File: config.mk
export PLATFORM = sky130hd
export DESIGN_NAME = trdb_priority_pipe
export DESIGN_NICKNAME = d
export VERILOG_FILES = /design/src/rtl/trdb_priority_pipe.sv
export SDC_FILE = /design/constraint.sdc
export NUM_CORES = 1
export LEC_CHECK = 0
export CORE_UTILIZATION = 40
export CTS_BUF_LIST = sky130_fd_sc_hd__clkbuf_8
export CTS_CLUSTER_DIAMETER = 40
export DETAILED_ROUTE_END_ITERATION = 12
export SYNTH_ARGS = -nofsm -noshare
export SYNTH_HDL_FRONTEND = slang
export SYNTH_SLANG_ARGS = --single-unit
File: constraint.sdc
create_clock -name clk_i -period 5.7 [get_ports clk_i]
set_input_delay 0.855 -clock clk_i [delete_from_list [all_inputs] [get_ports clk_i]]
set_output_delay 0.855 -clock clk_i [all_outputs]
set_load 0.01 [all_outputs]
File: src/rtl/trdb_priority_pipe.sv
// rtl/trdb_priority_pipe.sv - E-trace packet-priority unit: lc/tc/nc window, branch map, resync, descriptor FIFO
// Optional feature macro: TRDB_PRIORITY_RESYNC_CYCLES_EN (resync counts cycles instead of instructions)
module trdb_priority_pipe #(
  parameter int BRANCH_MAP_LEN = 31,
  parameter int RESYNC_MAX     = 16'hFFFF,
  parameter int FIFO_DEPTH     = 4,
  parameter int BCW            = $clog2(BRANCH_MAP_LEN + 1)
) (
  input  logic                      clk_i,
  input  logic                      rst_i,
  input  logic                      inst_valid_i,
  output logic                      in_ready_o,
  input  logic                      qualified_i,
  input  logic                      exception_i,
  input  logic                      updiscon_i,
  input  logic                      branch_i,
  input  logic                      branch_taken_i,
  input  logic                      privchange_i,
  input  logic                      context_change_i,
  output logic                      out_valid_o,
  input  logic                      out_ready_i,
  output logic [1:0]                format_o,
  output logic [1:0]                subformat_o,
  output logic                      thaddr_o,
  output logic                      cause_mux_o,
  output logic                      tval_mux_o,
  output logic                      addr_present_o,
  output logic [BCW-1:0]            branch_cnt_o,
  output logic [BRANCH_MAP_LEN-1:0] branch_map_o,
  output logic [1:0]                qual_status_o
);

  localparam int AW = $clog2(FIFO_DEPTH);
  localparam logic [15:0]    RMAX     = 16'(RESYNC_MAX);
  localparam logic [BCW-1:0] FULL_CNT = BCW'(BRANCH_MAP_LEN);

  localparam logic [1:0] FMT_F1 = 2'd1;
  localparam logic [1:0] FMT_F2 = 2'd2;
  localparam logic [1:0] FMT_F3 = 2'd3;
  localparam logic [1:0] SF0    = 2'd0;
  localparam logic [1:0] SF1    = 2'd1;
  localparam logic [1:0] QS_ENDED_REP = 2'b01;

  typedef struct packed {
    logic q;
    logic exception;
    logic updiscon;
    logic branch;
    logic taken;
    logic privchange;
    logic context_change;
  } slot_t;

  typedef struct packed {
    logic [1:0]                format;
    logic [1:0]                subformat;
    logic                      thaddr;
    logic                      cause_mux;
    logic                      tval_mux;
    logic                      addr_present;
    logic [BCW-1:0]            branch_cnt;
    logic [BRANCH_MAP_LEN-1:0] branch_map;
    logic [1:0]                qual_status;
  } desc_t;

  // The incoming instruction is nc; the newest registered one is tc, the one before it lc.
  slot_t nc;
  slot_t tc;
  logic  tc_valid;
  logic  lc_valid;
  logic  lc_q;
  logic  lc_exception;
  logic  lc_updiscon;

  logic [BCW-1:0]            cnt;
  logic [BRANCH_MAP_LEN-1:0] map;
  logic [15:0]               resync_cnt;

  logic                      accept;
  logic                      tc_q;
  logic                      lc_qual;
  logic                      first_qualified;
  logic                      final_qualified;
  logic                      resync_exp;
  logic [BCW-1:0]            cap_cnt;
  logic [BRANCH_MAP_LEN-1:0] cap_map;
  logic                      gen;
  logic                      is_f3;
  logic                      count_tick;
  desc_t                     desc;

  desc_t      mem [FIFO_DEPTH];
  logic [AW:0] wptr;
  logic [AW:0] rptr;
  logic        fifo_full;
  logic        fifo_empty;
  logic        push;
  logic        pop;
  desc_t       head;

  assign nc = '{q:              qualified_i,
                exception:      exception_i,
                updiscon:       updiscon_i,
                branch:         branch_i,
                taken:          branch_taken_i,
                privchange:     privchange_i,
                context_change: context_change_i};

  assign accept          = inst_valid_i && in_ready_o;
  assign tc_q            = tc_valid && tc.q;
  assign lc_qual         = lc_valid && lc_q;
  assign first_qualified = tc_q && !lc_qual;
  assign final_qualified = tc_q && !nc.q;
  assign resync_exp      = resync_cnt >= RMAX;

  // tc's own branch goes into the map before the decision so its packet carries it.
  always_comb begin
    cap_cnt = cnt;
    cap_map = map;
    if (tc_q && tc.branch && (cnt < FULL_CNT)) begin
      for (int k = 0; k < BRANCH_MAP_LEN; k++) begin
        if (k == int'(cnt)) cap_map[k] = !tc.taken;
      end
      cap_cnt = cnt + 1'b1;
    end
  end

  always_comb begin
    desc            = '0;
    gen             = 1'b0;
    desc.branch_cnt = cap_cnt;
    desc.branch_map = cap_map;
    if (tc_q) begin
      if (lc_valid && lc_exception) begin
        gen            = 1'b1;
        desc.format    = FMT_F3;
        desc.subformat = SF1;
        desc.cause_mux = 1'b1;
        desc.tval_mux  = 1'b1;
      end else if (first_qualified || tc.privchange || tc.context_change ||
                   (resync_exp && cap_cnt == '0)) begin
        gen            = 1'b1;
        desc.format    = FMT_F3;
        desc.subformat = SF0;
      end else if (lc_valid && lc_updiscon) begin
        gen               = 1'b1;
        desc.format       = (cap_cnt == '0) ? FMT_F2 : FMT_F1;
        desc.addr_present = 1'b1;
      end else if (resync_exp) begin
        gen               = 1'b1;
        desc.format       = FMT_F1;
        desc.addr_present = 1'b1;
      end else if (nc.exception || nc.privchange || nc.context_change || final_qualified) begin
        gen               = 1'b1;
        desc.format       = (cap_cnt == '0) ? FMT_F2 : FMT_F1;
        desc.addr_present = 1'b1;
        desc.qual_status  = final_qualified ? QS_ENDED_REP : 2'b00;
      end else if (cap_cnt == FULL_CNT) begin
        gen         = 1'b1;
        desc.format = FMT_F1;
      end
    end
  end

  assign is_f3 = gen && (desc.format == FMT_F3);

`ifdef TRDB_PRIORITY_RESYNC_CYCLES_EN
  assign count_tick = tc_q;
`else
  assign count_tick = accept && tc_q;
`endif

  always_ff @(posedge clk_i) begin
    if (rst_i) begin
      tc           <= '0;
      tc_valid     <= 1'b0;
      lc_valid     <= 1'b0;
      lc_q         <= 1'b0;
      lc_exception <= 1'b0;
      lc_updiscon  <= 1'b0;
      cnt          <= '0;
      map          <= '0;
    end else if (accept) begin
      lc_valid     <= tc_valid;
      lc_q         <= tc.q;
      lc_exception <= tc.exception;
      lc_updiscon  <= tc.updiscon;
      tc           <= nc;
      tc_valid     <= 1'b1;
      if (gen) begin
        cnt <= '0;
        map <= '0;
      end else if (tc_q) begin
        cnt <= cap_cnt;
        map <= cap_map;
      end
    end
  end

  always_ff @(posedge clk_i) begin
    if (rst_i) begin
      resync_cnt <= '0;
    end else if (accept && is_f3) begin
      resync_cnt <= '0;
    end else if (count_tick && resync_cnt < RMAX) begin
      resync_cnt <= resync_cnt + 16'd1;
    end
  end

  // Descriptor FIFO; the extra pointer bit separates full from empty.
  assign fifo_empty = (wptr == rptr);
  assign fifo_full  = (wptr[AW] != rptr[AW]) && (wptr[AW-1:0] == rptr[AW-1:0]);
  assign push       = accept && gen;
  assign pop        = !fifo_empty && out_ready_i;
  assign in_ready_o = !fifo_full;

  always_ff @(posedge clk_i) begin
    if (rst_i) begin
      wptr <= '0;
      rptr <= '0;
    end else begin
      if (push) wptr <= wptr + 1'b1;
      if (pop)  rptr <= rptr + 1'b1;
    end
  end

  always_ff @(posedge clk_i) begin
    if (push) mem[wptr[AW-1:0]] <= desc;
  end

  assign head = fifo_empty ? '0 : mem[rptr[AW-1:0]];

  assign out_valid_o    = !fifo_empty;
  assign format_o       = head.format;
  assign subformat_o    = head.subformat;
  assign thaddr_o       = head.thaddr;
  assign cause_mux_o    = head.cause_mux;
  assign tval_mux_o     = head.tval_mux;
  assign addr_present_o = head.addr_present;
  assign branch_cnt_o   = head.branch_cnt;
  assign branch_map_o   = head.branch_map;
  assign qual_status_o  = head.qual_status;

endmodule

Word level (Yosys, flattened, before mapping):

Memories as Yosys holds them, arrays and structs flattened. A register that Yosys moved wholly into a read port is not among the register bits.
Cells that the tools add are included.

* register bits: 70
* bits in writable memories: 176
* input port bits: 11
* output and inout port bits: 48
* logic and storage cells: 164
* memories kept: 1

* add/subtract/negate cells: 4
* $lt $le $gt $ge: 3
* equality and inequality tests: 35
* multiplexer cells: 71
* reductions and logical operators: 33

Memories
* mem: words 4, bits a word 44, rd ports 1, clocked after memory_dff 1, wr ports 1, RTL line 92 `desc_t mem [FIFO_DEPTH];`

Operators by type and width (count)
* 31-bit 2-to-1 mux: 3
* 5-bit == test, first input constant: 16
* 1-bit 2-to-1 mux: 53
* 46-bit 2-to-1 mux: 1
* 4-bit by 5-bit == test with 1-bit output, first input constant: 8
* 3-bit by 5-bit == test with 1-bit output, first input constant: 4
* 1-bit logical AND: 17
* 16-bit by 1-bit adder with 16-bit output, second input constant: 1
* 16-bit greater-or-equal comparator, second input constant: 1
* 16-bit < comparator, second input constant: 1
* 2-bit 2-to-1 mux: 8
* 5-bit 2-to-1 mux: 3
* 2-bit by 5-bit == test with 1-bit output, first input constant: 2
* 5-bit logical NOT: 2
* 4-bit 2-to-1 mux: 2
* 3-bit by 1-bit adder with 3-bit output, second input constant: 2
* 1-bit logical OR: 6
* 5-bit by 1-bit adder with 5-bit output, second input constant: 1
* 5-bit == test, second input constant: 1
* 1-bit logical NOT: 5
* 5-bit < comparator, second input constant: 1
* 3-bit == test: 1
* 3-bit 2-to-1 mux: 1
* 2-bit == test: 1
* 5 further kinds: 5

Logic depth before layout (Yosys ltp):

* word-level depth: 16
* gate-level depth with buffers: 11
* depth with buffers taken out: 9

Least setup slack after synthesis:

Ideal clock, no wire load.

* path type: register -> register
* start: reg cnt[1]
* end: reg wptr[2]
* setup time: 124 ps
* arrival time: 4265 ps
* required time: 5576 ps
* slack: 1311 ps
* cell stages (with the launch flop): 9
* buffers on the path: 1
* period minus slack after synthesis: 4389 ps
* cell sequence: dfxtp_1 -> ha_1 -> clkbuf_1 -> and3_1 -> ha_1 -> nor4b_1 -> o32ai_2 -> a21oi_1 -> mux2_2

* cells in the longest elaborated chain, start to end: 12
* elaborated cells on any way between the ends: 16
* classes of those cells: add/sub (1); order compare (1); eq/ne (1); mux (8); reduce/logical (5)

RTL lines
* start: declaration: RTL line 75 `logic [BCW-1:0] cnt;`
* start signal: assignment: RTL line 194 `cnt <= cap_cnt;`
* 5-bit < comparator: RTL line 120 `if (tc_q && tc.branch && (cnt < FULL_CNT)) begin`
* 1-bit logical AND: RTL line 120
* 5-bit 2-to-1 mux (*): RTL line 120
* 5-bit == test: RTL line 158 `end else if (cap_cnt == FULL_CNT) begin`
* 1-bit 2-to-1 mux: RTL line 158
* 1-bit 2-to-1 mux: RTL line 153 `end else if (nc.exception || nc.privchange || nc.context_change || final_qualified) begin`
* 1-bit 2-to-1 mux: RTL line 149 `end else if (resync_exp) begin`
* 1-bit 2-to-1 mux: RTL line 145 `end else if (lc_valid && lc_updiscon) begin`
* 1-bit 2-to-1 mux (*): RTL line 140 `end else if (first_qualified || tc.privchange || tc.context_change ||`
* 1-bit 2-to-1 mux (*): RTL line 134 `if (lc_valid && lc_exception) begin`
* 1-bit 2-to-1 mux (*): RTL line 133 `if (tc_q) begin`
* 1-bit logical AND (*): RTL line 213 `assign push = accept && gen;`
* end signal: assignment: RTL line 222 `if (push) wptr <= wptr + 1'b1;`
* end: declaration: RTL line 93 `logic [AW:0] wptr;`

Mark *: on every way between the ends. The rest lies on a longest branch, timed or not.
A chain may end at the register's enable or synchronous reset.

==> run_results.csv <==
group,metric,value,unit
timing,relSlewSlack,0.227,
setup_path,critical_path.max_stage_delay,0.86,ns
placement,io_buffer_count,55,
setup_path,reg2regPathDepth,7,
setup_path,crit_slowest_cell,"dfxtp_2",
status,status,"finished clean",
cells_and_area,area_growth,15.0,%
logic_synthesis,yosysTopAreaCellShare,0.476,
setup_path,worstPathMaxFanout,22,
power_and_ir_drop,swShare,0.219,
detailed_routing,firstDrtPassIters,4,
floorplan,fp.dieW,163,µm
floorplan,core_area,25300,µm²
clock_network,post_cts_buffers,0,
logic_synthesis,ys.flop_type,"edfxtp_1",
logic_synthesis,avgSynthCellArea,13.2,µm²
setup_path,start_kind,"register",
clock_network,htree_num_levels,2,
placement,placedInstanceArea,11100,µm²
clock_network,cts_root_buffer,"clkbuf_8",
floorplan,rows,58,
timing,finalHoldViolCount,0,
global_route,grt_first_pass_wirelength,32900,µm
setup_path,r2r_slack,1.84,ns
logic_synthesis,synth_area_leaders,"edfxtp_1, dfxtp_1, mux4_2",
logic_synthesis,synth.top_cells.by_count,"edfxtp_1, nand2_1, dfxtp_1",
global_route,grt.total_usage,0.162,
detailed_routing,wire_per_inst,17.0,µm
detailed_routing,route.detailed.drc,0,
detailed_routing,vias,6098,
timing,skew,0.0227,ns
power_and_ir_drop,p_per_area,283,nW/µm²
timing,finalSetupViolations,0,
clock_network,numCtsBuffers,41,
detailed_routing,wl,20500,µm
worst_hold_path,holdPathStages,2,
job,maxCapViolCount,0,
cells_and_area,fin_util,0.471,
setup_path,cp.required,4.85,ns
power_and_ir_drop,vdd_drop_max,0.182,mV
power_and_ir_drop,power_leakage,4.27,nW
global_route,antenna_found_initial,0,
detailed_routing,ant_nets,0,
cells_and_area,nets,866,
logic_synthesis,synth_edf_count,164,
timing,fin_crit,4.03,ns
power_and_ir_drop,internal-power,0.00263,W
logic_synthesis,synth_cell_types,55,
logic_synthesis,yosysSeqAreaShare,0.616,
cells_and_area,final_area,11900,µm²
clock_network,cts_tree,"yes",
setup_path,crit_type,"register to primary output",
worst_hold_path,hold_path.class,"register to register",
timing,hold_slack,0.449,ns
setup_path,cp.arrival,3.18,ns
logic_synthesis,synth_top_area_cell,"edfxtp_1",
cells_and_area,drive_gt1_frac,0.158,
cells_and_area,antenna-diode-count,0,
floorplan,die_h,163,µm
clock_network,ctsLongestPathBuffers,3,
clock_network,numClockSinks,236,
placement,gp_congestion,0.791,
logic_synthesis,netlist_instances,786,
global_route,grt_pass1_vias,6010,
logic_synthesis,synthesis.area,10300,µm²
timing,rsz0062_at_grt,"no",
power_and_ir_drop,sequentialPowerShare,0.545,
placement,dp_hpwl,12400,µm
logic_synthesis,yosys_warnings,0,
clock_network,ctsResizeCount,0,
clock_network,cts.reportedPaths.clkPinSlew,0.06,ns
logic_synthesis,synth-seq-cells,236,
timing,setup_tns,0,ns
floorplan,initial_core_util,0.409,
setup_path,endpoint_kind,"primary output",
detailed_routing,routed_via_density,5.06,
timing,fin_crit_sh,0.707,
power_and_ir_drop,switchingPower,0.000736,W
global_route,overflow,0,
timing,worstMarginPinSlew,1.16,ns
clock_network,clk_latency,0.55,ns
global_route,grt_max_degree,60,
power_and_ir_drop,power.total,0.00337,W
setup_path,crit_chain,"buf_4 -> mux4_2 -> and2_1 -> clkdlybuf4s50_1",
timing,slew_viol_final,0,
floorplan,io_pins,59,
detailed_routing,first_iter_violations,367,
power_and_ir_drop,clkPwrFrac,0.413,
power_and_ir_drop,p_comb_frac,0.043,
floorplan,fp.dieArea,26500,µm²
logic_synthesis,async_flop_share,0,
clock_network,hold_buffers,0,
timing,max_freq,248,MHz
logic_synthesis,synth.most_common_cell,"edfxtp_1",
## area by class of cell
cell class	count	area, µm²
Sequential cell	236	6370
Clock buffer	42	578
Clock inverter	32	160
Inverter	40	150
Fill cell	2294	13400
Tap cell	330	413
Timing Repair Buffer	64	613
Multi-Input combinational cell	461	3600
## layout by cell type, fill, tap and decap left out, types with 15 or more instances in the layout
cell and count:
mux4_2 41, dfxtp_1 70, clkdlybuf4s50_1 54, and2_1 48, inv_1 58, nand2_1 87
a21oi_1 42, nand3_1 36, edfxtp_1 164, mux2i_1 40, clkbuf_8 42, xor2_1 15
nor2_1 40
## cells by family (layout without fill, tap and decap cells)
logic type | count (synthesis) | in the layout | share of synthesized area
mux | 83 | 83 | 0.130
buf+inv | 91 | 178 | 0.0397
xor+xnor | 21 | 21 | 0.0178
fa+ha+maj | 11 | 11 | 0.0133
simple gates | 269 | 269 | 0.135
other cells | 1 | 3 | 0.000363
flops | 236 | 236 | 0.616
compound gates | 74 | 74 | 0.0474
## registers in the layout, indices dropped and copies added, names as in the netlist, named ones only
| register | count |
|---|---|
| mem | 164 |
| tc_valid | 1 |
| lc_updiscon | 1 |
| lc_valid | 1 |
| cnt | 5 |
| lc_q | 1 |
| rptr | 3 |
| tc | 7 |
| wptr | 3 |
| map | 31 |
| resync_cnt | 16 |
| lc_exception | 1 |
## path summary, 6_finish.rpt
path,to,start
hold reg to reg,map[13],map[13]
setup reg to reg,mem[1][15],cnt[0]
setup / recovery,qual_status_o[0],register
hold / removal,map[13],map[13]
## critical path: cells and delay by family (launching register included)
family / cells / cell delay, ns
flip-flops: 1 / 0.86
buffers and inverters: 2 / 1.00
multiplexers: 1 / 0.57
AND/OR/NAND/NOR: 1 / 0.19
## per-stage QoR
stage / worst slack, ns / std cells
2_1_floorplan: 1.31 / 788
3_3_place_gp: 1.93 / 1131
3_5_place_dp: 1.80 / 1131
4_1_cts: 1.55 / 1205
5_1_grt: 1.38 / 1205
6_report: 1.67 / 1205
## layer usage
layer  routed length, µm  global-route usage  share of wire
met1                9470               0.225           0.46
met2                9600               0.257           0.47
met3                1020              0.0341          0.050
met4                 371              0.0476          0.018
met5                   0                   0              0
## power by group through the flow
stage | logic (W) | registers (W) | clock network, W
2_1_floorplan | 0.0000915 | 0.00186 | 0
3_5_place_dp | 0.000147 | 0.00187 | 0
6_report | 0.000144 | 0.00183 | 0.00139
3_3_place_gp | 0.000147 | 0.00187 | 0
5_1_grt | 0.000158 | 0.00183 | 0.00150
4_1_cts | 0.000148 | 0.00183 | 0.00143
Note: power is estimated with default switching activity, not from simulation.
==> RTL edit: new RTL, config.mk and constraints unchanged <==
Put a register stage on the outputs `branch_cnt_o` and `qual_status_o`, with the module's reset. The values now appear one clock later. The other outputs are not delayed to match.
--- a/src/rtl/trdb_priority_pipe.sv
+++ b/src/rtl/trdb_priority_pipe.sv
@@ -238,7 +238,14 @@
   assign tval_mux_o     = head.tval_mux;
   assign addr_present_o = head.addr_present;
-  assign branch_cnt_o   = head.branch_cnt;
   assign branch_map_o   = head.branch_map;
-  assign qual_status_o  = head.qual_status;
+  always_ff @(posedge clk_i) begin
+    if (rst_i) begin
+      branch_cnt_o  <= '0;
+      qual_status_o <= '0;
+    end else begin
+      branch_cnt_o  <= head.branch_cnt;
+      qual_status_o <= head.qual_status;
+    end
+  end
 
 endmodule
Check against the original RTL: not equivalent (Yosys sat finds a counterexample within 4 cycles, from zero or initial values and one cycle with rst_i high).
==> RTL edit against the original RTL <==
- synthesized cell count decreased by 0.51%
- critical path depth increased by 6
- total power increased by 4.9%
- fmax decreased by 12%
- design area increased by 2.8%
- setup slack got worse by 0.55 ns
- area after synthesis increased by 2.9%
- sequential cell count increased by 6
- wire length increased by 6.0%
- final cell count decreased by 0.25%
- non-clock buffer count increased by 3
- first-iteration DRC count increased by 13%
==> RTL edit: results (changes against the original RTL) <==
| Metric | Value |
|---|---|
| Status | `completed` |
| Gpl congestion | `0.873 (+10%)` |
| Hold WS | `0.451 ns (+0.00163 ns)` |
| Synth cell types | `60 (+9.1%)` |
| Synth top cells by count | `edfxtp_1 (164), dfxtp_1 (78), nor2_1 (66)` |
| Via count | `6197 (+1.6%)` |
| Critical path peak fanout | `28 (+27%)` |
| Vias in the first global route | `6096 (+1.4%)` |
| Inst Count DP | `1122 (-0.80%)` |
| Compound-Gate Fraction of Synth Area | `0.0595 (+0.0121)` |
| Flop2flop setup slack | `1.11 ns (-0.73 ns)` |
| M2 GR Usage | `0.278 (+0.0212)` |
| GRT met3 Usage | `0.0291 (-0.00499)` |
| Worst hold start | `map[18]` |
| Crit path to | `mem[0][6]` |
| Shortest period the worst path allows | `4.59 ns (+0.555 ns)` |
| Worst r2r path cells | `10 (+3)` |
| Sequential area share after synthesis | `0.610 (-0.00581)` |
| Area after DPL | `11400 um2 (+2.2%)` |
| Hold Path Sink | `map[18]` |
| Ranking of synthesized cells by area | `edfxtp_1 (46%), dfxtp_1 (15%), mux4_2 (8.7%)` |
| M1 GR Usage | `0.219 (-0.00652)` |
| Avg Inst Size Synth | `13.6 um2 (+3.4%)` |
| Gr usage total | `0.167 (+0.00435)` |
| Synth Area in Adders | `0.0129 (-0.000370)` |
==> RTL edit: final cells by class <==
class / instances / area, um2
flip-flops and latches: 242 / 6490
clock buffers: 49 / 674
repair buffers: 67 / 648
multi-input cells: 439 / 3700
fillers: 2305 / 13800
clock inverters: 31 / 149
well taps: 335 / 419
inverters: 39 / 146
==> RTL edit: worst register-to-register path, cell delays in order, from the launching register on <==
cell,delay (ns)
dfxtp_1,0.54
ha_1,0.47
and3_1,0.22
ha_1,0.27
or3b_2,0.47
o32ai_2,0.15
nand3_2,0.40
a21oi_4,0.24
buf_4,0.37
and2_2,0.76
buf_4,0.38
==> RTL edit: power breakdown <==
group          total, mW  internal [mW]  leakage (nW)  switching [mW]
sequential          1.88           1.87          2.21         0.00815
clock               1.50          0.794         0.466           0.706
combinational      0.153         0.0715          1.55          0.0810
total               3.53           2.74          4.23           0.795
